### src/rtl/ram_bus_arbiter_pkg.sv
// -----------------------------------------------------------------------------
// ram_bus_arbiter_pkg
// Shared SoC constants for the system RAM and its bus arbiter.
//   RAM_AW / DW         : RAM address and data widths (4 KiB x 8)
//   RAM_PAGE_NIBBLE     : CPU address bits [15:12] that select the RAM (pages 0x00-0x0F)
//   STARVE_MAX_DEFAULT  : default number of conflict cycles before a DMA steal
// -----------------------------------------------------------------------------
package ram_bus_arbiter_pkg;

   localparam int         RAM_AW             = 12;
   localparam int         DW                 = 8;
   localparam logic [3:0] RAM_PAGE_NIBBLE    = 4'h0;
   localparam int         STARVE_MAX_DEFAULT = 8;

   // Which side drives the RAM port in the current cycle.
   typedef enum logic {
      OWNER_CPU = 1'b0,
      OWNER_DMA = 1'b1
   } port_owner_e;

   // True when a CPU address falls inside the 4 KiB system RAM window.
   function automatic logic is_ram_page(input logic [15:0] ab);
      return (ab[15:12] == RAM_PAGE_NIBBLE);
   endfunction

endpackage

### src/rtl/ram_bus_arbiter.sv
// -----------------------------------------------------------------------------
// ram_bus_arbiter
// Shares the single-port system RAM between the 65xx CPU and one DMA requester.
// The CPU has priority; DMA uses cycles where the CPU is not addressing RAM.
// A DMA request that has waited STARVE_MAX conflicting cycles steals one cycle
// by dropping CPU RDY, during which the DMA access is performed.
//
// Ports
//   CLK1, reset_n         : clock, asynchronous active-low reset
//   cpu_ab/cpu_we_n/cpu_do: CPU address, write enable (low), write data
//   cpu_rdy               : CPU RDY (registered); 0 only during a steal cycle
//   cpu_ram_di            : RAM read data toward the CPU data mux
//   dma_req/we/addr/wdata : DMA request (level) and access description
//   dma_ack               : DMA access performed this cycle
//   dma_rdata/dma_rvalid  : DMA read data, valid the cycle after a read ack
//   ram_addr/we/wdata     : RAM port drive
//   ram_rdata             : RAM read data (synchronous, 1-cycle latency)
//   dma_owner             : debug, DMA owns the RAM port this cycle
// -----------------------------------------------------------------------------
module ram_bus_arbiter #(
   parameter int RAM_AW     = ram_bus_arbiter_pkg::RAM_AW,
   parameter int DW         = ram_bus_arbiter_pkg::DW,
   parameter int STARVE_MAX = ram_bus_arbiter_pkg::STARVE_MAX_DEFAULT
) (
   input  logic              CLK1,
   input  logic              reset_n,
   input  logic [15:0]       cpu_ab,
   input  logic              cpu_we_n,
   input  logic [DW-1:0]     cpu_do,
   output logic              cpu_rdy,
   output logic [DW-1:0]     cpu_ram_di,
   input  logic              dma_req,
   input  logic              dma_we,
   input  logic [RAM_AW-1:0] dma_addr,
   input  logic [DW-1:0]     dma_wdata,
   output logic              dma_ack,
   output logic [DW-1:0]     dma_rdata,
   output logic              dma_rvalid,
   output logic [RAM_AW-1:0] ram_addr,
   output logic              ram_we,
   output logic [DW-1:0]     ram_wdata,
   input  logic [DW-1:0]     ram_rdata,
   output logic              dma_owner
);

   import ram_bus_arbiter_pkg::*;

   localparam int            CW        = $clog2(STARVE_MAX + 1);
   localparam logic [CW-1:0] CNT_MAX   = CW'(STARVE_MAX);
   localparam logic [CW-1:0] CNT_STEAL = CW'(STARVE_MAX - 1);

   // Slot decision
   logic        cpu_hit;
   logic        dma_slot;
   logic        conflict;
   port_owner_e slot_owner;

   // Starvation tracking
   logic [CW-1:0] starve_cnt_q, starve_cnt_d;
   logic          steal_q,      steal_d;
   logic          cpu_rdy_q,    cpu_rdy_d;

   // Read return
   logic          owner_q,      owner_d;
   logic          dma_rd_q,     dma_rd_d;
   logic          cpu_live_q,   cpu_live_d;
   logic [DW-1:0] dma_rdata_q,  dma_rdata_d;
   logic [DW-1:0] cpu_ram_di_q, cpu_ram_di_d;

   // ---------------------------------------------------------------------------
   // RAM port mux
   // ---------------------------------------------------------------------------
   always_comb begin
      cpu_hit    = is_ram_page(cpu_ab);
      dma_slot   = dma_req & (steal_q | ~cpu_hit);
      conflict   = dma_req & cpu_hit & ~steal_q;
      slot_owner = dma_slot ? OWNER_DMA : OWNER_CPU;

      // A CPU write presented during a steal cycle is suppressed even when the
      // DMA side abandoned its request: the CPU sees RDY=0 and repeats the write
      // on the next cycle, so nothing is lost.
      ram_addr  = cpu_ab[RAM_AW-1:0];
      ram_we    = cpu_hit & ~cpu_we_n & ~steal_q;
      ram_wdata = cpu_do;
      if (slot_owner == OWNER_DMA) begin
         ram_addr  = dma_addr;
         ram_we    = dma_we;
         ram_wdata = dma_wdata;
      end

      dma_ack   = dma_slot;
      dma_owner = dma_slot;
   end

   // ---------------------------------------------------------------------------
   // Starvation counter and steal request
   // ---------------------------------------------------------------------------
   always_comb begin
      starve_cnt_d = starve_cnt_q;
      steal_d      = 1'b0;

      if (!dma_req || dma_slot) begin
         starve_cnt_d = '0;
      end else if (conflict) begin
         if (starve_cnt_q != CNT_MAX) begin
            starve_cnt_d = starve_cnt_q + CW'(1);
         end
         // Steal decided one cycle ahead so RDY can come straight from a flop.
         steal_d = (starve_cnt_q == CNT_STEAL);
      end

      cpu_rdy_d = ~steal_d;
   end

   // ---------------------------------------------------------------------------
   // Read return: RAM data is split toward DMA or CPU by who owned the port on
   // the previous cycle (the RAM has one cycle of read latency).
   // ---------------------------------------------------------------------------
   always_comb begin
      owner_d  = dma_slot;
      dma_rd_d = dma_slot & ~dma_we;
      // cpu_live_q is ~owner_q except that it resets to 0, which keeps
      // cpu_ram_di at its zero hold value while the RAM output is undefined.
      cpu_live_d = ~dma_slot;

      dma_rvalid  = owner_q & dma_rd_q;
      dma_rdata   = dma_rvalid ? ram_rdata : dma_rdata_q;
      dma_rdata_d = dma_rdata;

      // The CPU mux never sees DMA data: hold the last CPU-side value instead.
      cpu_ram_di   = cpu_live_q ? ram_rdata : cpu_ram_di_q;
      cpu_ram_di_d = cpu_ram_di;
   end

   assign cpu_rdy = cpu_rdy_q;

   always_ff @(posedge CLK1 or negedge reset_n) begin
      if (!reset_n) begin
         starve_cnt_q <= '0;
         steal_q      <= 1'b0;
         cpu_rdy_q    <= 1'b1;
         owner_q      <= 1'b0;
         dma_rd_q     <= 1'b0;
         cpu_live_q   <= 1'b0;
         dma_rdata_q  <= '0;
         cpu_ram_di_q <= '0;
      end else begin
         starve_cnt_q <= starve_cnt_d;
         steal_q      <= steal_d;
         cpu_rdy_q    <= cpu_rdy_d;
         owner_q      <= owner_d;
         dma_rd_q     <= dma_rd_d;
         cpu_live_q   <= cpu_live_d;
         dma_rdata_q  <= dma_rdata_d;
         cpu_ram_di_q <= cpu_ram_di_d;
      end
   end

endmodule

### config.mk
export PLATFORM = sky130hd
export DESIGN_NAME = ram_bus_arbiter
export DESIGN_NICKNAME = d
export VERILOG_FILES = /design/src/rtl/ram_bus_arbiter_pkg.sv /design/src/rtl/ram_bus_arbiter.sv
export SDC_FILE = /design/constraint.sdc
export NUM_CORES = 1
export LEC_CHECK = 0
export CAP_MARGIN = 40
export CORE_MARGIN = 3
export CORE_UTILIZATION = 35
export CTS_BUF_LIST = sky130_fd_sc_hd__clkbuf_8
export DETAILED_ROUTE_END_ITERATION = 6
export PLACE_DENSITY_LB_ADDON = 0.3
export SYNTH_ARGS = -nofsm -noshare
export SYNTH_HDL_FRONTEND = slang
export SYNTH_SLANG_ARGS = --single-unit
export TNS_END_PERCENT = 20
### constraint.sdc
create_clock -name CLK1 -period 1.9 [get_ports CLK1]
set_input_delay 0.38 -clock CLK1 [delete_from_list [all_inputs] [get_ports CLK1]]
set_output_delay 0.38 -clock CLK1 [all_outputs]
set_load 0.1 [all_outputs]
# Word-level counts from Yosys, hierarchy flattened
# Index checks and enable logic that the tools add are counted.
[word_totals]
input_bits = 57
word_cells = 42
reg_bits = 25
[op_classes]
mux = 11
n_eq_ne = 2
add_sub_neg = 1
n_bitwise = 14
n_reduce_logical = 6
[op_table]
columns = ["operator", "n"]
rows = [
  ["$mux 8", 3],
  ["$mux 12", 1],
  ["$mux 4", 3],
  ["$and 1x1->1", 7],
  ["$not 1->1", 6],
  ["$add 4x1->4 const B", 1],
  ["$eq 4x3->1 const B", 1],
  ["$logic_not 4->1", 1],
  ["$mux 1", 4],
  ["$ne 4x4->1 const B", 1],
  ["$reduce_bool 2->1", 2],
  ["$reduce_and 2->1", 1],
  ["$logic_not 1->1", 1],
  ["$logic_or 1x1->1", 1],
  ["$or 1x1->1", 1],
]

# Longest topological paths before layout
# Gate-level depths: netlist of the first run.
[depth]
depth_word = 7
mapped_depth = 5

# Least setup slack after synthesis of the first run
# No wires, ideal clock.
[synth_timing]
path_type = "flip-flop to output port"
startpoint = "register steal_q"
endpoint = "output ram_we"
n_path_buf = 0
stages_incl_launch_ff = 4
path_slack_ns = -0.671
t_arrival_ns = 2.191
path_cell_list = "dfrtp_1 nor3_4 nand2_1 mux2i_1"
[synth_between]
elab_chain_cells = 4
[synth_lines]
columns = ["item", "line", "rtl"]
rows = [
  ["start, declared", "ram_bus_arbiter.sv:60", "logic steal_q, steal_d;"],
  ["start signal, assigned", "ram_bus_arbiter.sv:149", "steal_q <= steal_d;"],
  ["$or 1x1->1", "ram_bus_arbiter.sv:75", "dma_slot = dma_req & (steal_q | ~cpu_hit);"],
  ["$and 1x1->1", "ram_bus_arbiter.sv:75", ""],
  ["$mux 1", "ram_bus_arbiter.sv:77", "slot_owner = dma_slot ? OWNER_DMA : OWNER_CPU;"],
  ["$mux 1 (*)", "ram_bus_arbiter.sv:85", "if (slot_owner == OWNER_DMA) begin"],
  ["end, declared", "ram_bus_arbiter.sv:40", "output logic ram_we,"],
]
# Mark *: on every way between the ends. The rest lies on a longest branch, timed or not.

# Final worst setup path of the first run
[layout_timing]
startpoint = "input cpu_ab[15]"
endpoint = "output ram_wdata[7]"
[layout_between]
elab_chain_cells = 6
[layout_lines]
columns = ["item", "line", "rtl"]
rows = [
  ["start, declared", "ram_bus_arbiter.sv:27", "input logic [15:0] cpu_ab,"],
  ["$logic_not 4->1", "ram_bus_arbiter_pkg.sv:23", "return (ab[15:12] == RAM_PAGE_NIBBLE);"],
  ["$not 1->1", "ram_bus_arbiter.sv:75", ""],
  ["$or 1x1->1", "ram_bus_arbiter.sv:75", ""],
  ["$and 1x1->1", "ram_bus_arbiter.sv:75", ""],
  ["$mux 1", "ram_bus_arbiter.sv:77", ""],
  ["$mux 8", "ram_bus_arbiter.sv:85", ""],
  ["end, declared", "ram_bus_arbiter.sv:41", "output logic [DW-1:0] ram_wdata,"],
]
# Every way passes these cells.

==> key figures, run 1 <==
Power
  – Peak VDD IR: 928.9 µV
  – PwrDens: 827.2 nW/µm²
  – Gate power share: 0.613
  – Final Power: 2.452 mW
  – Reg power frac: 0.248
  – Sw frac: 0.4574
  – Clk pwr share: 0.139
  – Switching power: 1.122 mW
  – Internal cell power: 1.330 mW
  – P_leak: 1.357 nW

STA
  – Worst slew margin: 0.7944
  – Unrepaired setup endpoints after global routing: true
  – Slew Viols, Final: 0
  – Final WS setup: -194.3 ps
  – Worst-margin pin slew: 308.4 ps
  – Setup TNS Final: -3616 ps
  – Minimum clock period: 2094 ps
  – # setup viols final: 22
  – Final hold viol count: 0
  – Final Cycle Share: 1.102
  – Max Fclk: 477.5 MHz
  – Max Clock Skew: 8.905 ps

Finish
  – Final non-filler cell total: 249
  – Final Core Density: 0.8419
  – Nets: 263
  – Multi-input logic area: 689.4 µm²
  – Fill cells: 175
  – Ant diodes: 0
  – P&R area growth vs syn: 121.0%
  – Final Cell Area: 2964 µm²
  – Share of cells above drive strength 1: 0.4286
  – Reg area: 628.1 µm²

Global route
  – First-pass GRT wire length: 6603 µm
  – Gr ovfl total: 0
  – GR Util All Layers: 0.1994
  – Initial antenna violation count: 0
  – Largest net degree at the start of global routing: 26
  – Vias in the first global route: 1266

Critical path
  – Worst Path Max Fanout: 6
  – Cells along the critical path: dlygate4sd2_1, nor3_4, a21bo_4, buf_12, mux2_4, buf_12
  – Required @ worst endpoint: 1520 ps
  – Crit. End Element: output port
  – Arr. time, crit path: 1710 ps
  – Crit path kind: in2out
  – Slowest stage delay, CP: 320 ps
  – Critical-path top delay cell: mux2_4
  – Most common cell on crit path: buf_12
  – CP Launch Type: primary input

Routing
  – DR pass1 iterations: 3
  – Number of vias in the routed layout: 1160
  – Vias/cell: 4.659
  – DRC errors left: 0
  – WL per Instance: 18.56 µm
  – DRT antenna net count: 0
  – Drt first-iter violations: 12
  – Final WL: 4622 µm

Run
  – Maxcap violations: 0

Clocking
  – Hold_buf cts: 0
  – CTS buffer count: 3
  – CTS tree: built
  – H-tree Lvls: 1
  – Clock-pin slew of the registers on the worst-case setup and hold paths: 100 ps
  – CTS Root Cell: clkbuf_8
  – Clock latency at the later pin of the worst-skew pair: 280 ps
  – Clock Path Buffers: 2
  – CTS sink cnt: 25

Logic synthesis
  – Post-synthesis sequential area ratio: 0.4674
  – Post-synthesis mux area share: 0.3647
  – Net Count, Synth: 153
  – Compound-Gate Fraction of Synth Area: 0.01213
  – Main combinational cell family by area after synthesis: multiplexers
  – Synth Area in Simple Gates: 0.06810
  – Syn Area/Cell: 14.27 µm²
  – Synth Register Bits: 25
  – Synth Area in XOR/XNOR: 0.01959
  – Mapped cell area: 1341 µm²
  – Yosys warns: 0
  – Post-synth EDFFs: 0
  – Ys flop type: dfrtp_1
  – Post-synthesis adder-cell area fraction: 0.01866
  – Ys async rst share: 1.000
  – Post-synth cell types: 22
  – Syn Inst Count: 94

Floorplanning
  – Die height: 67.91 µm
  – IO Count: 98
  – Die Wd: 67.91 µm
  – Num rows: 21
  – Initial core utilization: 0.3810
  – Die Footprint: 4611 µm²
  – Core box area: 3521 µm²

Place
  – Placed cell area: 2834 µm²
  – DP HPWL: 3827 µm
  – GPL Wtd Cong: 0.6925
  – Cells after DPL: 242
  – IO buf count: 97

Outcome
  – Run status: finished with violations
  – Failing checks: negative setup slack

Min path
  – Worst min path class: in2async
-- what timing repair did --
item | CTS | global route
buffers inserted | 3 | 0
cloned | 1 | 0
setup endpoints to repair | 31 | 39
pin swaps | 3 | 2
hold endpoints to repair | 0 | 0
gates resized for setup | 20 | 2
-- cell families (layout without fill, tap and decap cells) --
group,Yosys count,count (layout)
flip-flops,25,25
AO/OA/AOI/OAI,1,1
XOR/XNOR,3,3
buffers and inverters,8,117
multiplexers,38,38
adder cells (fa/ha/maj),2,2
AND/OR/NAND/NOR,17,17
-- area by class of cell --
cell class | count | area share
Tap cell | 46 | 0.01942
Multi-Input combinational cell | 61 | 0.2326
Sequential cell | 25 | 0.2119
Clock inverter | 1 | 0.002955
Timing Repair Buffer | 109 | 0.5133
Inverter | 4 | 0.005910
Clock buffer | 3 | 0.01393
-- synthesized netlist by cell type, types with 2 or more instances --
cell type,number,share of area
mux2_4,17,0.19
nand2_1,5,0.014
inv_1,3,0.0084
dfrtp_1,24,0.45
ha_1,2,0.019
mux2_1,19,0.16
mux2i_1,2,0.015
xor2_1,2,0.013
nor2_1,6,0.017
buf_12,2,0.030
-- power by group through the flow --
stage / registers (mW) / clock network (mW) / logic, mW
floorplan: 0.610 / 0 / 0.882
global placement: 0.615 / 0 / 1.47
detailed placement: 0.619 / 0 / 1.49
CTS: 0.608 / 0.356 / 1.51
global route: 0.614 / 0.364 / 1.54
finish: 0.608 / 0.341 / 1.50
-- flip-flops by register name, indices dropped and copies added (netlist names) --
| register | cells |
|---|---|
| cpu_live_q | 1 |
| owner_q | 1 |
| cpu_rdy | 1 |
| cpu_ram_di_q | 8 |
| steal_q | 1 |
| dma_rd_q | 1 |
| starve_cnt_q | 4 |
| dma_rdata_q | 8 |
-- worst max-delay path, delay by kind of cell --
family,cells,cell delay (ps)
AO/OA/AOI/OAI,1,230
AND/OR/NAND/NOR,1,200
buffers and inverters,3,580
multiplexers,1,320
-- worst paths after layout --
kind                       cells after the start                        to                   startpoint  slack [ps]
setup / recovery                               6              ram_wdata[7]                   cpu_ab[15]        -190
hold reg to reg                                1         steal_q$_DFF_PN0_  starve_cnt_q[3]$_DFFE_PN0P_         520
max in group asynchronous                      2         cpu_rdy$_DFF_PN1_                      reset_n        1150
setup reg to reg                               5         cpu_rdy$_DFF_PN1_            steal_q$_DFF_PN0_         530
min in group CLK1                              1         steal_q$_DFF_PN0_  starve_cnt_q[3]$_DFFE_PN0P_         520
hold / removal                                 2  dma_rdata_q[0]$_DFF_PN0_                      reset_n         450
-- per-layer routing --
metal | global-route usage | share of wire
met1 | 0.2012 | 0.32
met2 | 0.3913 | 0.59
met3 | 0.04926 | 0.067
met4 | 0.06948 | 0.020
met5 | 0 | 0
-- through the flow --
step / hold WS (ps) / setup slack (ps)
finish: 454.5 / -194.3
global route: 475.4 / -239.1
CTS: 457.5 / -255.3
detailed placement: 504.8 / -386.5
global placement: 480.3 / -340.4
floorplan: 84.41 / -48.43
-- cells in the final DEF, fill, tap and decap left out, types with 2 or more instances in the layout --
| cell | instances |
|---|---|
| nand2_1 | 3 |
| ha_1 | 2 |
| xor2_1 | 2 |
| clkdlybuf4s50_1 | 51 |
| buf_6 | 3 |
| inv_1 | 3 |
| buf_12 | 43 |
| dlygate4sd2_1 | 5 |
| clkbuf_8 | 3 |
| nor2_1 | 5 |
| dfrtp_1 | 23 |
| buf_4 | 6 |
| mux2_1 | 16 |
| nand2_4 | 2 |
| mux2_4 | 20 |
(Power assumes the default switching activity.)
==> run 2, diff against run 1 <==
--- a/config.mk
+++ b/config.mk
@@ -7,6 +7,8 @@
 export LEC_CHECK = 0
 export CAP_MARGIN = 40
+export CELL_PAD_IN_SITES_DETAIL_PLACEMENT = 2
+export CELL_PAD_IN_SITES_GLOBAL_PLACEMENT = 2
 export CORE_MARGIN = 3
-export CORE_UTILIZATION = 35
+export CORE_UTILIZATION = 20
 export CTS_BUF_LIST = sky130_fd_sc_hd__clkbuf_8
 export DETAILED_ROUTE_END_ITERATION = 6
==> constraint.sdc (replaced) <==
create_clock -name CLK1 -period 1.9 [get_ports CLK1]
set_input_delay 0.38 -clock CLK1 [delete_from_list [all_inputs] [get_ports CLK1]]
set_output_delay 0.38 -clock CLK1 [all_outputs]
set_load 0.005 [all_outputs]
==> run 2 against run 1 <==
  * The run still ends with negative setup slack left
  * Critical path type unchanged
  * Non-clock buffer count rose by 11
  * Global-route usage is 7.5 points lower
  * Wire length grew 6.9%
  * Via count rose by 6.1%
  * Die area up 68%
  * Register-to-register slack got worse by 20 ps
  * Cell count increased by 17%
  * Clock power decreased by 8.2%
  * Sequential power about the same
  * Sequential share of layout area up 2.7 points
  * Core utilization decreased by 43 points
  * Setup slack improved by 27 ps
==> key figures, run 2 (same netlist as run 1, synthesis figures left out) <==
Clocking
  – CTS Root Cell: clkbuf_8 (unchanged)
  – Clock Path Buffers: 2 (unchanged)
  – Clock latency at the later pin of the worst-skew pair: 270 ps (was 280 ps)
  – Clock-pin slew of the registers on the worst-case setup and hold paths: 80 ps (was 100 ps)
  – CTS tree: built (unchanged)
  – CTS buffer count: 3 (unchanged)
  – CTS sink cnt: 25 (unchanged)
  – Hold_buf cts: 0 (unchanged)
  – H-tree Lvls: 1 (unchanged)

Finish
  – Commonest non-fill, non-tap cell in the layout: clkdlybuf4s50_1 (unchanged)
  – P&R area growth vs syn: 95.43% (was 121.0%)
  – Commonest non-fill, non-tap cells in the layout: 53 x clkdlybuf4s50_1, 26 x mux2_4, 24 x dfrtp_1 (was 51 x clkdlybuf4s50_1, 43 x buf_12, 23 x dfrtp_1)
  – Share of cells above drive strength 1: 0.3925 (was 0.4286)
  – Reg area: 626.9 µm² (was 628.1 µm²)
  – Ant diodes: 0 (unchanged)
  – Fill cells: 674 (was 175)
  – Largest regs: cpu_ram_di_q: 8 flops, dma_rdata_q: 8 flops, starve_cnt_q: 4 flops (unchanged)
  – Multi-input logic area: 689.4 µm² (unchanged)
  – Nets: 274 (was 263)

Min path
  – Worst min path class: in2async (unchanged)

Global route
  – Vias in the first global route: 1408 (was 1266)
  – GR Util All Layers: 0.1243 (was 0.1994)
  – Initial antenna violation count: 0 (unchanged)
  – Largest net degree at the start of global routing: 14 (was 26)
  – Gr ovfl total: 0 (unchanged)
  – First-pass GRT wire length: 7314 µm (was 6603 µm)

STA
  – Max Fclk: 483.8 MHz (was 477.5 MHz)
  – Unrepaired setup endpoints after global routing: true (unchanged)
  – Final hold viol count: 0 (unchanged)
  – # setup viols final: 20 (was 22)
  – Minimum clock period: 2067 ps (was 2094 ps)
  – Final WS setup: -166.9 ps (was -194.3 ps)
  – Worst slew margin: 0.7536 (was 0.7944)
  – Max Clock Skew: 2.692 ps (was 8.905 ps)
  – Final Cycle Share: 1.088 (was 1.102)
  – Setup TNS Final: -1991 ps (was -3616 ps)
  – Worst-margin pin slew: 368.4 ps (was 308.4 ps)
  – Slew Viols, Final: 0 (unchanged)

Critical path
  – Required @ worst endpoint: 1520 ps (about the same)
  – Critical-path top delay cell: mux2_4 (unchanged)
  – CP Launch Type: primary input (unchanged)
  – Slowest stage delay, CP: 300 ps (was 320 ps)
  – Worst Path Max Fanout: 7 (was 6)
  – Cells along the critical path: dlygate4sd2_1, nor3_4, a21bo_4, buf_12, buf_8, mux2_4, buf_6 (was dlygate4sd2_1, nor3_4, a21bo_4, buf_12, mux2_4, buf_12)
  – Crit. End Element: output port (unchanged)
  – Arr. time, crit path: 1690 ps (was 1710 ps)
  – Crit path kind: in2out (unchanged)

Power
  – Switching power: 0.3618 mW (was 1.122 mW)
  – Internal cell power: 1.097 mW (was 1.330 mW)
  – Clk pwr share: 0.214 (was 0.139)
  – PwrDens: 556.5 nW/µm² (was 827.2 nW/µm²)
  – Sw frac: 0.2480 (was 0.4574)
  – Peak VDD IR: 296.8 µV (was 928.9 µV)
  – Reg power frac: 0.416 (was 0.248)
  – Gate power share: 0.369 (was 0.613)
  – P_leak: 1.261 nW (was 1.357 nW)

Routing
  – WL per Instance: 16.98 µm (was 18.56 µm)
  – Vias/cell: 4.230 (was 4.659)
  – DRT antenna net count: 0 (unchanged)
  – DR pass1 iterations: 2 (was 3)
  – Final WL: 4940 µm (was 4622 µm)
  – DRC errors left: 0 (unchanged)
  – Drt first-iter violations: 10 (was 12)
  – Number of vias in the routed layout: 1231 (was 1160)

Outcome
  – Failing checks: negative setup slack (unchanged)
  – Run status: finished with violations (unchanged)

Floorplanning
  – Die Footprint: 7725 µm² (was 4611 µm²)
  – Core box area: 6422 µm² (was 3521 µm²)
  – IO Count: 98 (unchanged)
  – Initial core utilization: 0.2088 (was 0.3810)
  – Num rows: 29 (was 21)
  – Die Wd: 87.89 µm (was 67.91 µm)
  – Die height: 87.89 µm (was 67.91 µm)

Place
  – IO buf count: 97 (unchanged)
  – GPL Wtd Cong: 0.7568 (was 0.6925)
  – Pre-CTS setup slack: -633.1 ps (was -386.5 ps)
  – DP HPWL: 4024 µm (was 3827 µm)

Run
  – Maxcap violations: 0 (unchanged)
[run 2: cell types whose count changed in the layout (fill, tap and decap cells not counted), sizes merged]
cell	delta
buf	-19
clkdlybuf4s15	+1
clkdlybuf4s50	+2
clkbuf	+12
dlygate4sd2	+15
[run 2: per-layer routing]
metal  wire length [µm]  track usage
met5                  0            0
met4                102      0.05160
met3                313      0.01976
met2               2708       0.2397
met1               1815       0.1322
[run 2: what timing repair did]
item,CTS,global route
setup endpoints to repair,39,31
resized for setup,101,36
buffers inserted,5,5
pin swaps,3,2
[run 2: final timing paths]
| check | startpoint | end | slack (ps) | cells after the start |
|---|---|---|---|---|
| worst max-delay path | cpu_ab[15] | ram_addr[4] | -170 | 7 |
| worst min-delay path | reset_n | starve_cnt_q[3]$_DFFE_PN0P_ | 380 | 1 |
| worst max register to register | steal_q$_DFF_PN0_ | steal_q$_DFF_PN0_ | 510 | 7 |
| worst min register to register | cpu_ram_di_q[2]$_DFF_PN0_ | cpu_ram_di_q[2]$_DFF_PN0_ | 490 | 1 |
| max in group asynchronous | reset_n | cpu_ram_di_q[7]$_DFF_PN0_ | 1050 | 2 |
| min in group CLK1 | cpu_ram_di_q[2]$_DFF_PN0_ | cpu_ram_di_q[2]$_DFF_PN0_ | 490 | 1 |
[run 2: through the flow]
step	instance area, µm²	util	power [mW]	instances	hold slack, ps
finish	2621	0.4081	1.459	291	378.8
global route	2621	0.4081	1.551	291	386.3
CTS	2569	0.4000	1.439	286	381.3
detailed placement	2505	0.3900	1.160	277	482.2
global placement	2505	0.3900	1.133	277	466.6
floorplan	1341	-	0.7765	94	84.41
[run 2: power groups by stage]
stage	combinational, mW	sequential [mW]	clock [mW]
2_1_floorplan	0.168	0.608	0
3_3_place_gp	0.521	0.612	0
3_5_place_dp	0.542	0.617	0
4_1_cts	0.503	0.607	0.330
5_1_grt	0.577	0.614	0.360
6_report	0.539	0.607	0.313
[run 2: worst max-delay path: cells and delay by family]
kind,cells,cell delay [ps]
buffers and inverters,4,620
multiplexers,1,300
AO/OA/AOI/OAI,1,190
AND/OR/NAND/NOR,1,200
[run 2: layout make-up]
| cell class | instances | share of cell area |
|---|---|---|
| clock buffers | 3 | 0.01575 |
| clock inverters | 1 | 0.001432 |
| inverters | 4 | 0.006683 |
| multi-input cells | 61 | 0.2630 |
| flip-flops and latches | 25 | 0.2391 |
| well taps | 77 | 0.03675 |
| repair buffers | 120 | 0.4372 |
